[src/rtl/btn_onoff_if.sv]
// Button/LED signal bundle between a stimulus/controller side and the on/off block.
interface btn_onoff_if;
    logic slow_clk;
    logic btn;
    logic btn_db;
    logic press_pulse;
    logic led;

    modport master (
        output slow_clk,
        output btn,
        input  btn_db,
        input  press_pulse,
        input  led
    );

    modport slave (
        input  slow_clk,
        input  btn,
        output btn_db,
        output press_pulse,
        output led
    );
endinterface

[src/rtl/btn_onoff.sv]
// Push-button on/off toggle: synchronizer, slow-tick debouncer, and a
// press/release FSM that flips the LED once per debounced press.
module btn_onoff #(
    parameter int unsigned DB_SAMPLES = 4
) (
    input  logic          clk,
    input  logic          rst,
    btn_onoff_if.slave    bus
);

    localparam int unsigned CNT_W = 8;
    localparam logic [CNT_W-1:0] DB_LIMIT = CNT_W'(DB_SAMPLES);

    typedef enum logic [1:0] {
        ST_OFF       = 2'd0,
        ST_PRESS_ON  = 2'd1,
        ST_ON        = 2'd2,
        ST_PRESS_OFF = 2'd3
    } state_e;

    logic             btn_meta_q;
    logic             btn_s_q;
    logic             slow_q;
    logic [CNT_W-1:0] cnt_q, cnt_d;
    logic             btn_db_q, btn_db_d;
    logic             db_prev_q;
    state_e           state_q;
    logic             led_q;
    logic             pulse_q;

    logic             tick_c;
    logic             db_rise_c;
    logic             db_fall_c;
    logic [CNT_W-1:0] cnt_inc_c;

    assign tick_c    = bus.slow_clk & ~slow_q;
    assign db_rise_c = btn_db_q & ~db_prev_q;
    assign db_fall_c = ~btn_db_q & db_prev_q;
    assign cnt_inc_c = cnt_q + CNT_W'(1);

    // Debounce: count consecutive disagreeing ticks; any agreeing tick restarts.
    always_comb begin
        cnt_d    = cnt_q;
        btn_db_d = btn_db_q;
        if (tick_c) begin
            if (btn_s_q != btn_db_q) begin
                if (cnt_inc_c == DB_LIMIT) begin
                    btn_db_d = ~btn_db_q;
                    cnt_d    = '0;
                end else begin
                    cnt_d    = cnt_inc_c;
                end
            end else begin
                cnt_d = '0;
            end
        end
    end

    // slow_q resets high so a slow_clk already high at release is not a tick.
    always_ff @(posedge clk) begin
        if (rst) begin
            btn_meta_q <= 1'b0;
            btn_s_q    <= 1'b0;
            slow_q     <= 1'b1;
            cnt_q      <= '0;
            btn_db_q   <= 1'b0;
            db_prev_q  <= 1'b0;
        end else begin
            btn_meta_q <= bus.btn;
            btn_s_q    <= btn_meta_q;
            slow_q     <= bus.slow_clk;
            cnt_q      <= cnt_d;
            btn_db_q   <= btn_db_d;
            db_prev_q  <= btn_db_q;
        end
    end

    // Press/release FSM; a held button parks in a PRESS_* state, so no retrigger.
    always_ff @(posedge clk) begin
        if (rst) begin
            state_q <= ST_OFF;
            led_q   <= 1'b0;
            pulse_q <= 1'b0;
        end else begin
            pulse_q <= 1'b0;
            case (state_q)
                ST_OFF: begin
                    led_q <= 1'b0;
                    if (db_rise_c) begin
                        state_q <= ST_PRESS_ON;
                        led_q   <= 1'b1;
                        pulse_q <= 1'b1;
                    end
                end
                ST_PRESS_ON: begin
                    led_q <= 1'b1;
                    if (db_fall_c) begin
                        state_q <= ST_ON;
                    end
                end
                ST_ON: begin
                    led_q <= 1'b1;
                    if (db_rise_c) begin
                        state_q <= ST_PRESS_OFF;
                        led_q   <= 1'b0;
                        pulse_q <= 1'b1;
                    end
                end
                ST_PRESS_OFF: begin
                    led_q <= 1'b0;
                    if (db_fall_c) begin
                        state_q <= ST_OFF;
                    end
                end
                default: begin
                    state_q <= ST_OFF;
                    led_q   <= 1'b0;
                end
            endcase
        end
    end

    assign bus.btn_db      = btn_db_q;
    assign bus.press_pulse = pulse_q;
    assign bus.led         = led_q;

endmodule

[src/flat_wrapper.sv]
// flat-port wrapper written by rule: the top's interface ports become plain ports
module btn_onoff_flat 
#(
    parameter int unsigned DB_SAMPLES = 4
)
  (clk, rst, bus_slow_clk, bus_btn, bus_btn_db, bus_press_pulse, bus_led);
  btn_onoff_if bus_i ();
  input  logic clk;
  input  logic rst;
  input wire logic [$bits(bus_i.slow_clk)-1:0] bus_slow_clk;
  input wire logic [$bits(bus_i.btn)-1:0] bus_btn;
  output wire logic [$bits(bus_i.btn_db)-1:0] bus_btn_db;
  output wire logic [$bits(bus_i.press_pulse)-1:0] bus_press_pulse;
  output wire logic [$bits(bus_i.led)-1:0] bus_led;
  assign bus_i.slow_clk = bus_slow_clk;
  assign bus_i.btn = bus_btn;
  assign bus_btn_db = bus_i.btn_db;
  assign bus_press_pulse = bus_i.press_pulse;
  assign bus_led = bus_i.led;
  btn_onoff #(.DB_SAMPLES(DB_SAMPLES)) u_core (.clk(clk), .rst(rst), .bus(bus_i));
endmodule
[config.mk]
export PLATFORM = sky130hd
export DESIGN_NAME = btn_onoff_flat
export DESIGN_NICKNAME = d
export VERILOG_FILES = /design/src/rtl/btn_onoff_if.sv /design/src/rtl/btn_onoff.sv /design/src/flat_wrapper.sv
export SDC_FILE = /design/constraint.sdc
export NUM_CORES = 1
export LEC_CHECK = 0
export ABC_AREA = 1
export CAP_MARGIN = 40
export CORE_MARGIN = 5
export CORE_UTILIZATION = 35
export CTS_CLUSTER_DIAMETER = 40
export CTS_CLUSTER_SIZE = 12
export DETAILED_ROUTE_END_ITERATION = 8
export MAX_ROUTING_LAYER = met4
export PLACE_DENSITY = 0.58
export SYNTH_ARGS = -nofsm -noshare
export SYNTH_HDL_FRONTEND = slang
export SYNTH_SLANG_ARGS = --single-unit
[constraint.sdc]
create_clock -name clk -period 1.71 [get_ports clk]
set_input_delay 0.513 -clock clk [delete_from_list [all_inputs] [get_ports clk]]
set_output_delay 0.513 -clock clk [all_outputs]
set_load 0.03 [all_outputs]
==> impl_metrics.tcl, run 1 <==
set metrics [dict create \
    reg2reg_slack_ps 280 \
    htreeDepth 1 \
    synth.most_common_cell "nand2_1" \
    synth.area.top_cells "dfxtp_1 (36%), nand2_1 (16%), ha_1 (8.0%), inv_1 (7.2%), nand3_1 (6.9%)" \
    placed_area_sq_um 1070 \
    path_buf_inv 1 \
    min_period_ps 1540 \
    cp_max_fo 2 \
    hold_end "u_core.btn_s_q" \
    drv_cap 0 \
    ios 7 \
    vias_per_cell 4.70 \
    num_rows 18 \
    grt_pass1_wl_mm 3.44 \
    power.internal_uw 566 \
    finalSetupTns_ps 0 \
    critPathTopFamily "buffers and inverters" \
    r2r_end "u_core.bus.btn_db" \
    via_count 864 \
    ys_seq_area_share_pct 36.1 \
    hold_path_class "flop to flop" \
    setup_slack_ps 169 \
    dpl.hpwl_mm 1.50 \
    p_comb_share_pct 18.5 \
    synthDistinctLibCells 22 \
    peakVddDrop_mv 0.552 \
    pwr-share-seq_pct 54.8 \
    die_height_microns 61.9 \
    gp_congestion 0.805 \
    post_route_cells_drive_above_1_share_pct 11.7 \
    ys.warnings.count 0 \
    hold_start "u_core.btn_meta_q" \
    cts-root-buf "clkbuf_4" \
    netlist_top_cells_count "nand2_1 (40), inv_1 (18), dfxtp_1 (17)" \
    io_buffers 6 \
    min_period_over_period_pct 90.1 \
    drt_iter0_markers 26 \
    power_uw 785 \
    synth_fp_nets 150 \
    synth-seq-cells 17 \
    die_x_microns 61.9 \
    fin_skew_ps 2.01 \
    nets 165 \
    cp_data_required_time_ps 1200 \
    dp_slack_ps -48.2 \
    critPathArrivalTime_ps 1030 \
    clk_latency_ps 280 \
    cts_setup_buffers 0 \
    r2r-start "u_core.cnt_q[0]" \
    wl_mm 1.87 \
    setup.worst_path.end_class "output pin" \
    grt_max_degree 10 \
    crit_type "flop to output pin" \
    antenna_found_initial 0 \
    grt_usage_pct 12.5 \
    clock-sinks 17 \
    first_pass_iters 4 \
    antenna_left 0 \
    die_area_sq_um 3830 \
    relSlewSlack_pct 79.6 \
    cp_slowest_cell "dlygate4sd2_1" \
    p_switching_uw 220 \
    syn-mean-instance-area_sq_um 6.74 \
    p_sw_share_pct 28.0 \
    drv_slew 0 \
    cts_hold_buf 0 \
    grt_pass1_vias 811 \
    clkPwrFrac_pct 26.7 \
    cts_buffers 3 \
    clkTransAtPathRegs_ps 90 \
    syn-cell-area_sq_um 943 \
    setup_viol 0 \
    diodes 0 \
    core-area_sq_um 2520 \
    yosysTopAreaCellShare_pct 36.1 \
    fin_area_sq_um 1100 \
    holdPathStages 2 \
    wire_per_inst_microns 10.1 \
    ys_async_sr_fraction_pct 0 \
    hold_violations 0 \
    rsz0062_at_grt "no" \
    drc 0 \
    synth_edf_count 0 \
    syn_to_final_growth_pct 16.6 \
    clock.fmax_ghz 0.649 \
    start_util_pct 37.4 \
    status "complete, no violations" \
    path_cells "dlygate4sd2_1" \
    fin_util_pct 43.6 \
    cp_slowest_stage_delay_ps 400 \
    critPathLaunchType "flop" \
    syn_inst 140 \
    p_per_area_nw_per_um2 714 \
    synthFlopType "dfxtp_1" \
    leakagePower_uw 0.000441 \
    worst_slew_pin_slew_ps 307 \
    yosysTopAreaCell "dfxtp_1" \
    clock_path_buffers 2 \
    r2r.worst_path.cells 11 \
    cts_tree "done" \
    overflow 0 \
]
[metal layers]
metal  wire (microns)  up-vias  share of wire, %  global-route usage, %
li1                 -      470                 -                      -
met4               19        0               1.0                   4.55
met5                0        -                 0                      -
met2              813        9                44                   19.0
met1              972      383                52                   15.9
met3               59        2               3.2                   3.10
[final cells by class]
type	count	area, sq um
fill	282	1420
multi-input combinational	102	527
sequential	17	340
timing repair buffer	11	93.8
inverter	20	75.1
tap	30	37.5
clock buffer	4	26.3
[state kept, by name, indices dropped and copies added, names as in the netlist]
| name | cells |
|---|---|
| u_core.bus.press_pulse | 1 |
| u_core.db_prev_q | 1 |
| u_core.state_q | 2 |
| u_core.btn_s_q | 1 |
| u_core.bus.led | 1 |
| u_core.slow_q | 1 |
| u_core.btn_meta_q | 1 |
| u_core.cnt_q | 8 |
| u_core.bus.btn_db | 1 |
[power by group through the flow]
| stage | Sequential, uW | Clock [uW] | Combinational (uW) |
|---|---|---|---|
| 2_1_floorplan | 448 | 0 | 94.5 |
| 3_3_place_gp | 439 | 0 | 140 |
| 3_5_place_dp | 441 | 0 | 148 |
| 4_1_cts | 431 | 224 | 146 |
| 5_1_grt | 434 | 243 | 174 |
| 6_report | 431 | 210 | 145 |
[how the worst max path moves through the flow]
stage | slack (ps) | endpoint | cells past startpoint | from
finish | 170 | bus_btn_db | 1 | u_core.bus.btn_db
global route | 40 | u_core.bus.btn_db | 11 | u_core.cnt_q[1]
CTS | 150 | bus_btn_db | 1 | u_core.bus.btn_db
detailed placement | -50 | u_core.cnt_q[5] | 8 | bus_slow_clk
global placement | -20 | u_core.cnt_q[4] | 8 | bus_slow_clk
floorplan | 350 | u_core.bus.btn_db | 11 | u_core.cnt_q[1]
[cell families after synthesis]
kind of cell             after synthesis  synth area share, %
AO/OA/AOI/OAI                         20                 11.9
adder cells (fa/ha/maj)                6                 7.96
buffers and inverters                 21                 8.35
flip-flops                            17                 36.1
AND/OR/NAND/NOR                       76                 35.7
[layout by cell type (no fill, tap or decap), drive strengths merged]
master	instances
buf	5
a21boi	1
dlygate4sd2	3
a221oi	1
clkbuf	4
ha	6
dfxtp	17
nand3	14
inv	19
a21oi	11
clkdlybuf4s50	3
clkinv	1
nand2	41
o21ai	6
o21bai	1
nor2	19
nand4	1
nor3	1
[metrics by stage]
step | instances | hold slack, ps
2_1_floorplan | 140 | 388
6_report | 184 | 411
3_5_place_dp | 180 | 398
4_1_cts | 184 | 415
5_1_grt | 184 | 456
3_3_place_gp | 180 | 391
[timing repair]
item                       in CTS  in global routing
setup endpoints to repair       3                  1
resized for setup               3                  1
cloned                          0                  0
No activity file was read; power rests on OpenSTA's default activity.
==> inputs of run 2 (changes only) <==
--- a/config.mk
+++ b/config.mk
@@ -14,6 +14,7 @@
 export DETAILED_ROUTE_END_ITERATION = 8
 export MAX_ROUTING_LAYER = met4
 export PLACE_DENSITY = 0.58
+export SKIP_CTS_REPAIR_TIMING = 1
 export SYNTH_ARGS = -nofsm -noshare
 export SYNTH_HDL_FRONTEND = slang
 export SYNTH_SLANG_ARGS = --single-unit
==> impl_metrics.tcl, run 2 (synthesis gave the netlist of run 1 again) <==
set metrics [dict create \
    die_x_microns 61.9 \
    fin_skew_ps 2.01 \
    drv_slew 0 \
    critPathLaunchType "input port" \
    layout_commonest_cell "nand2_1" \
    grt_usage_pct 12.5 \
    hold_violations 0 \
    drt_iter0_markers 26 \
    core-area_sq_um 2520 \
    hold_start "u_core.btn_meta_q" \
    htreeDepth 1 \
    grt_pass1_wl_mm 3.44 \
    relSlewSlack_pct 78.5 \
    die_area_sq_um 3830 \
    finalNonFillerCells 184 \
    gp_congestion 0.805 \
    fin_hold_ws_ps 411 \
    pwr-share-seq_pct 54.7 \
    diodes 0 \
    fin_area_sq_um 1110 \
    hold_path_class "flop to flop" \
    wire_per_inst_microns 10.2 \
    power_uw 788 \
    setup.worst_path.end_class "flop" \
    r2r-start "u_core.cnt_q[0]" \
    grt_pass1_vias 811 \
    cp_max_fo 8 \
    ios 7 \
    crit_start "bus_slow_clk" \
    clock_path_buffers 2 \
    largest_register_ffs 8 \
    overflow 0 \
    antenna_found_initial 0 \
    power.internal_uw 568 \
    post_route_cells_drive_above_1_share_pct 11.7 \
    placed_area_sq_um 1070 \
    p_sw_share_pct 27.9 \
    num_rows 18 \
    p_switching_uw 220 \
    wl_met2_microns 813 \
    drv_cap 0 \
    syn_to_final_growth_pct 17.8 \
    critPathArrivalTime_ps 1670 \
    vias_per_cell 4.71 \
    top_layer "met4" \
    via_count 866 \
    clkTransAtPathRegs_ps 90 \
    multiInputGateArea_sq_um 527 \
    dr_wl_met3_microns 51 \
    start_util_pct 37.4 \
    dp_slack_ps -48.2 \
    first_pass_iters 4 \
    peakVddDrop_mv 0.555 \
    die_height_microns 61.9 \
    cts_tree "done" \
    clock.fmax_ghz 0.690 \
    clkPwrFrac_pct 26.6 \
    min_period_over_period_pct 84.7 \
    drc 0 \
    post-place-cells 180 \
    top_register "u_core.cnt_q" \
    min_period_ps 1450 \
    wl_mm 1.87 \
    status "complete, no violations" \
    cts_buffers 3 \
    nets 165 \
    top_regs "u_core.cnt_q (8), u_core.state_q (2)" \
    met1Wirelength_microns 985 \
    rsz0062_at_grt "no" \
    clk_latency_ps 280 \
    antenna_left 0 \
    p_per_area_nw_per_um2 709 \
    grt_max_degree 10 \
    cp_data_required_time_ps 1930 \
    leakagePower_uw 0.000482 \
    io_buffers 6 \
    fill_cells 278 \
    clock-sinks 17 \
    seqCellArea_sq_um 340 \
    dpl.hpwl_mm 1.50 \
    crit_type "input port to flop" \
    setup_slack_ps 262 \
    p_comb_share_pct 18.7 \
    setup_viol 0 \
    final_cell_mix "nand2_1 (40), inv_1 (18), dfxtp_1 (17)" \
    worst_slew_pin_slew_ps 321 \
    cts-root-buf "clkbuf_4" \
]
[run 2: cell type report]
type	count	area share, %
repair buffers	11	9.46
well taps	30	3.38
inverters	20	6.76
multi-input cells	102	47.4
clock buffers	4	2.36
flip-flops and latches	17	30.6
[run 2: worst max-delay path, cell delays in order]
cell and delay (ps):
clkdlybuf4s50_1 450, inv_1 50, nor2_2 80, o21ai_0 100, a21oi_2 110, buf_4 160, nand3_1 80, a21oi_1 120
[run 2: per-stage QoR]
step                      util, %  setup TNS [ps]
after global placement       42.6           -53.3
after floorplan                 -               0
after detailed placement     42.6            -239
after CTS                    43.7            -283
final                        44.0               0
after global routing         44.0               0
[run 2: worst paths after layout]
check	slack (ps)	cells after the start	endpoint
max	260	8	u_core.cnt_q[5]
min	410	2	u_core.btn_s_q
max reg2reg	280	11	u_core.bus.btn_db
min reg2reg	410	2	u_core.btn_s_q
[run 2: power groups by stage]
stage	Sequential (uW)	Clock, uW	Combinational (uW)
6_report	431	210	147
5_1_grt	434	243	176
4_1_cts	431	224	149
3_5_place_dp	441	0	148
3_3_place_gp	439	0	140
2_1_floorplan	448	0	94.5
[run 2: layer usage]
layer | GRT usage [%] | up-vias
met4 | 4.55 | 0
met1 | 15.9 | 385
met2 | 19.0 | 9
met3 | 3.10 | 2
met5 | - | -
li1 | - | 470
==> inputs of run 3 (changes only) <==
==> constraint.sdc (replaced) <==
create_clock -name clk -period 1.45 [get_ports clk]
set_input_delay 0.435 -clock clk [delete_from_list [all_inputs] [get_ports clk]]
set_output_delay 0.435 -clock clk [all_outputs]
set_load 0.03 [all_outputs]
==> impl_metrics.tcl, run 3 (synthesis gave the netlist of run 1 again) <==
set metrics [dict create \
    status "complete, no violations" \
    top_regs "u_core.cnt_q (8), u_core.state_q (2)" \
    num_rows 18 \
    ios 7 \
    cts_tree "done" \
    drt_iter0_markers 22 \
    first_pass_iters 4 \
    drv_cap 0 \
    core-area_sq_um 2520 \
    grt_usage_pct 12.6 \
    hold_violations 0 \
    gp_congestion 0.825 \
    reg2reg_slack_ps 70 \
    final_cell_mix "nand2_1 (34), inv_1 (18), dfxtp_1 (13)" \
    hold_start "u_core.btn_meta_q" \
    r2r-start "u_core.cnt_q[1]" \
    clock-sinks 17 \
    top_register "u_core.cnt_q" \
    p_per_area_nw_per_um2 773 \
    clock_path_buffers 2 \
    cp_slowest_stage_delay_ps 370 \
    drv_slew 0 \
    path_cells "buf_6 -> nand2_4 -> nor2_4 -> nand2_2 -> nand2_2 -> nand2_2 -> nor2_2 -> nand3_2 -> nand2_1 -> a21oi_1" \
    die_height_microns 61.9 \
    layout_commonest_cell "nand2_1" \
    clock.fmax_ghz 0.722 \
    io_buffers 6 \
    worst_slew_pin_slew_ps 317 \
    rsz0062_at_grt "yes" \
    antenna_left 0 \
    critPathTopFamily "simple AND/OR/NAND/NOR gates" \
    cp_slowest_cell "dfxtp_2" \
    cp_max_fo 5 \
    antenna_found_initial 0 \
    r2r.worst_path.cells 10 \
    largest_register_ffs 8 \
    clkTransAtPathRegs_ps 90 \
    vias_per_cell 4.68 \
    drc 0 \
    clk_latency_ps 290 \
    power_uw 948 \
    cts-root-buf "clkbuf_4" \
    relSlewSlack_pct 78.8 \
    nets 170 \
    grt_pass1_wl_mm 3.46 \
    finalSetupTns_ps 0 \
    via_count 884 \
    r2r_end "u_core.cnt_q[0]" \
    wire_per_inst_microns 10.3 \
    cp_data_required_time_ps 1630 \
    hold_end "u_core.btn_s_q" \
    setup.worst_path.end_class "flop" \
    min_period_over_period_pct 95.5 \
    grt_max_degree 10 \
    post_route_cells_drive_above_1_share_pct 27.0 \
    dpl.hpwl_mm 1.52 \
    cts_buffers 3 \
    hold_path_class "flop to flop" \
    critPathLaunchType "flop" \
    peakVddDrop_mv 0.805 \
    setup_viol 0 \
    overflow 0 \
    fill_cells 269 \
    holdPathStages 2 \
    start_util_pct 37.4 \
    syn_to_final_growth_pct 30.0 \
    path_buf_inv 1 \
    min_period_ps 1380 \
    wl_mm 1.95 \
    critPathArrivalTime_ps 1560 \
    fin_skew_ps 5.59 \
    cp_common_cell "nand2_2" \
    crit_type "flop to flop" \
    fin_util_pct 48.6 \
    htreeDepth 1 \
    grt_pass1_vias 810 \
    leakagePower_uw 0.000517 \
    die_area_sq_um 3830 \
    diodes 0 \
    die_x_microns 61.9 \
]
run 3: changes by cell type in the layout (fill, tap and decap cells not counted), sizes merged:
cell          change
buf               +6
dlymetal6s2s      -1
run 3: routing by layer:
| layer | vias to the layer above | track usage [%] | part of all wire [%] |
|---|---|---|---|
| met5 | - | - | 0 |
| met4 | 0 | 3.64 | 0.87 |
| met3 | 2 | 3.72 | 2.8 |
| met2 | 7 | 18.5 | 47 |
| met1 | 390 | 16.6 | 49 |
| li1 | 485 | - | - |
run 3: tightest hold or removal path, delay by kind of cell (launching register included):
family / cells / cell delay (ps)
flops: 1 / 310
buf+inv: 1 / 40
simple gates: 1 / 40
run 3: where the power goes:
group / leakage, uW / internal, uW / switching, uW
Clock: 0.0000150 / 107 / 142
Combinational: 0.000361 / 79.6 / 114
Sequential: 0.000140 / 492 / 14.3
run 3: cell type report:
| cell class | count | area [sq um] | share of cell area [%] |
|---|---|---|---|
| clock buffers | 4 | 26.3 | 2.14 |
| inverters | 20 | 75.1 | 6.12 |
| multi-input cells | 102 | 598 | 48.8 |
| flip-flops and latches | 17 | 348 | 28.4 |
| well taps | 30 | 37.5 | 3.06 |
| repair buffers | 16 | 141 | 11.5 |
run 3: worst max-delay path by stage:
stage / from / end / slack [ps] / depth (start not counted)
after CTS: u_core.bus.press_pulse / bus_press_pulse / -280 / 1
after detailed placement: bus_slow_clk / u_core.cnt_q[3] / -220 / 8
final: u_core.cnt_q[1] / u_core.cnt_q[0] / 70 / 10
after floorplan: u_core.cnt_q[1] / u_core.bus.btn_db / 90 / 11
after global placement: bus_slow_clk / u_core.cnt_q[5] / -200 / 8
after global routing: u_core.cnt_q[1] / u_core.bus.btn_db / -70 / 11
run 3: per-stage QoR:
stage                     instances  area, sq um  hold WS (ps)  setup WS (ps)
after floorplan                 140          943           388           90.4
after global placement          184         1100           393           -197
after detailed placement        184         1100           399           -218
after CTS                       188         1130           425           -284
after global routing            189         1230           464          -65.7
final                           189         1230           416           65.3
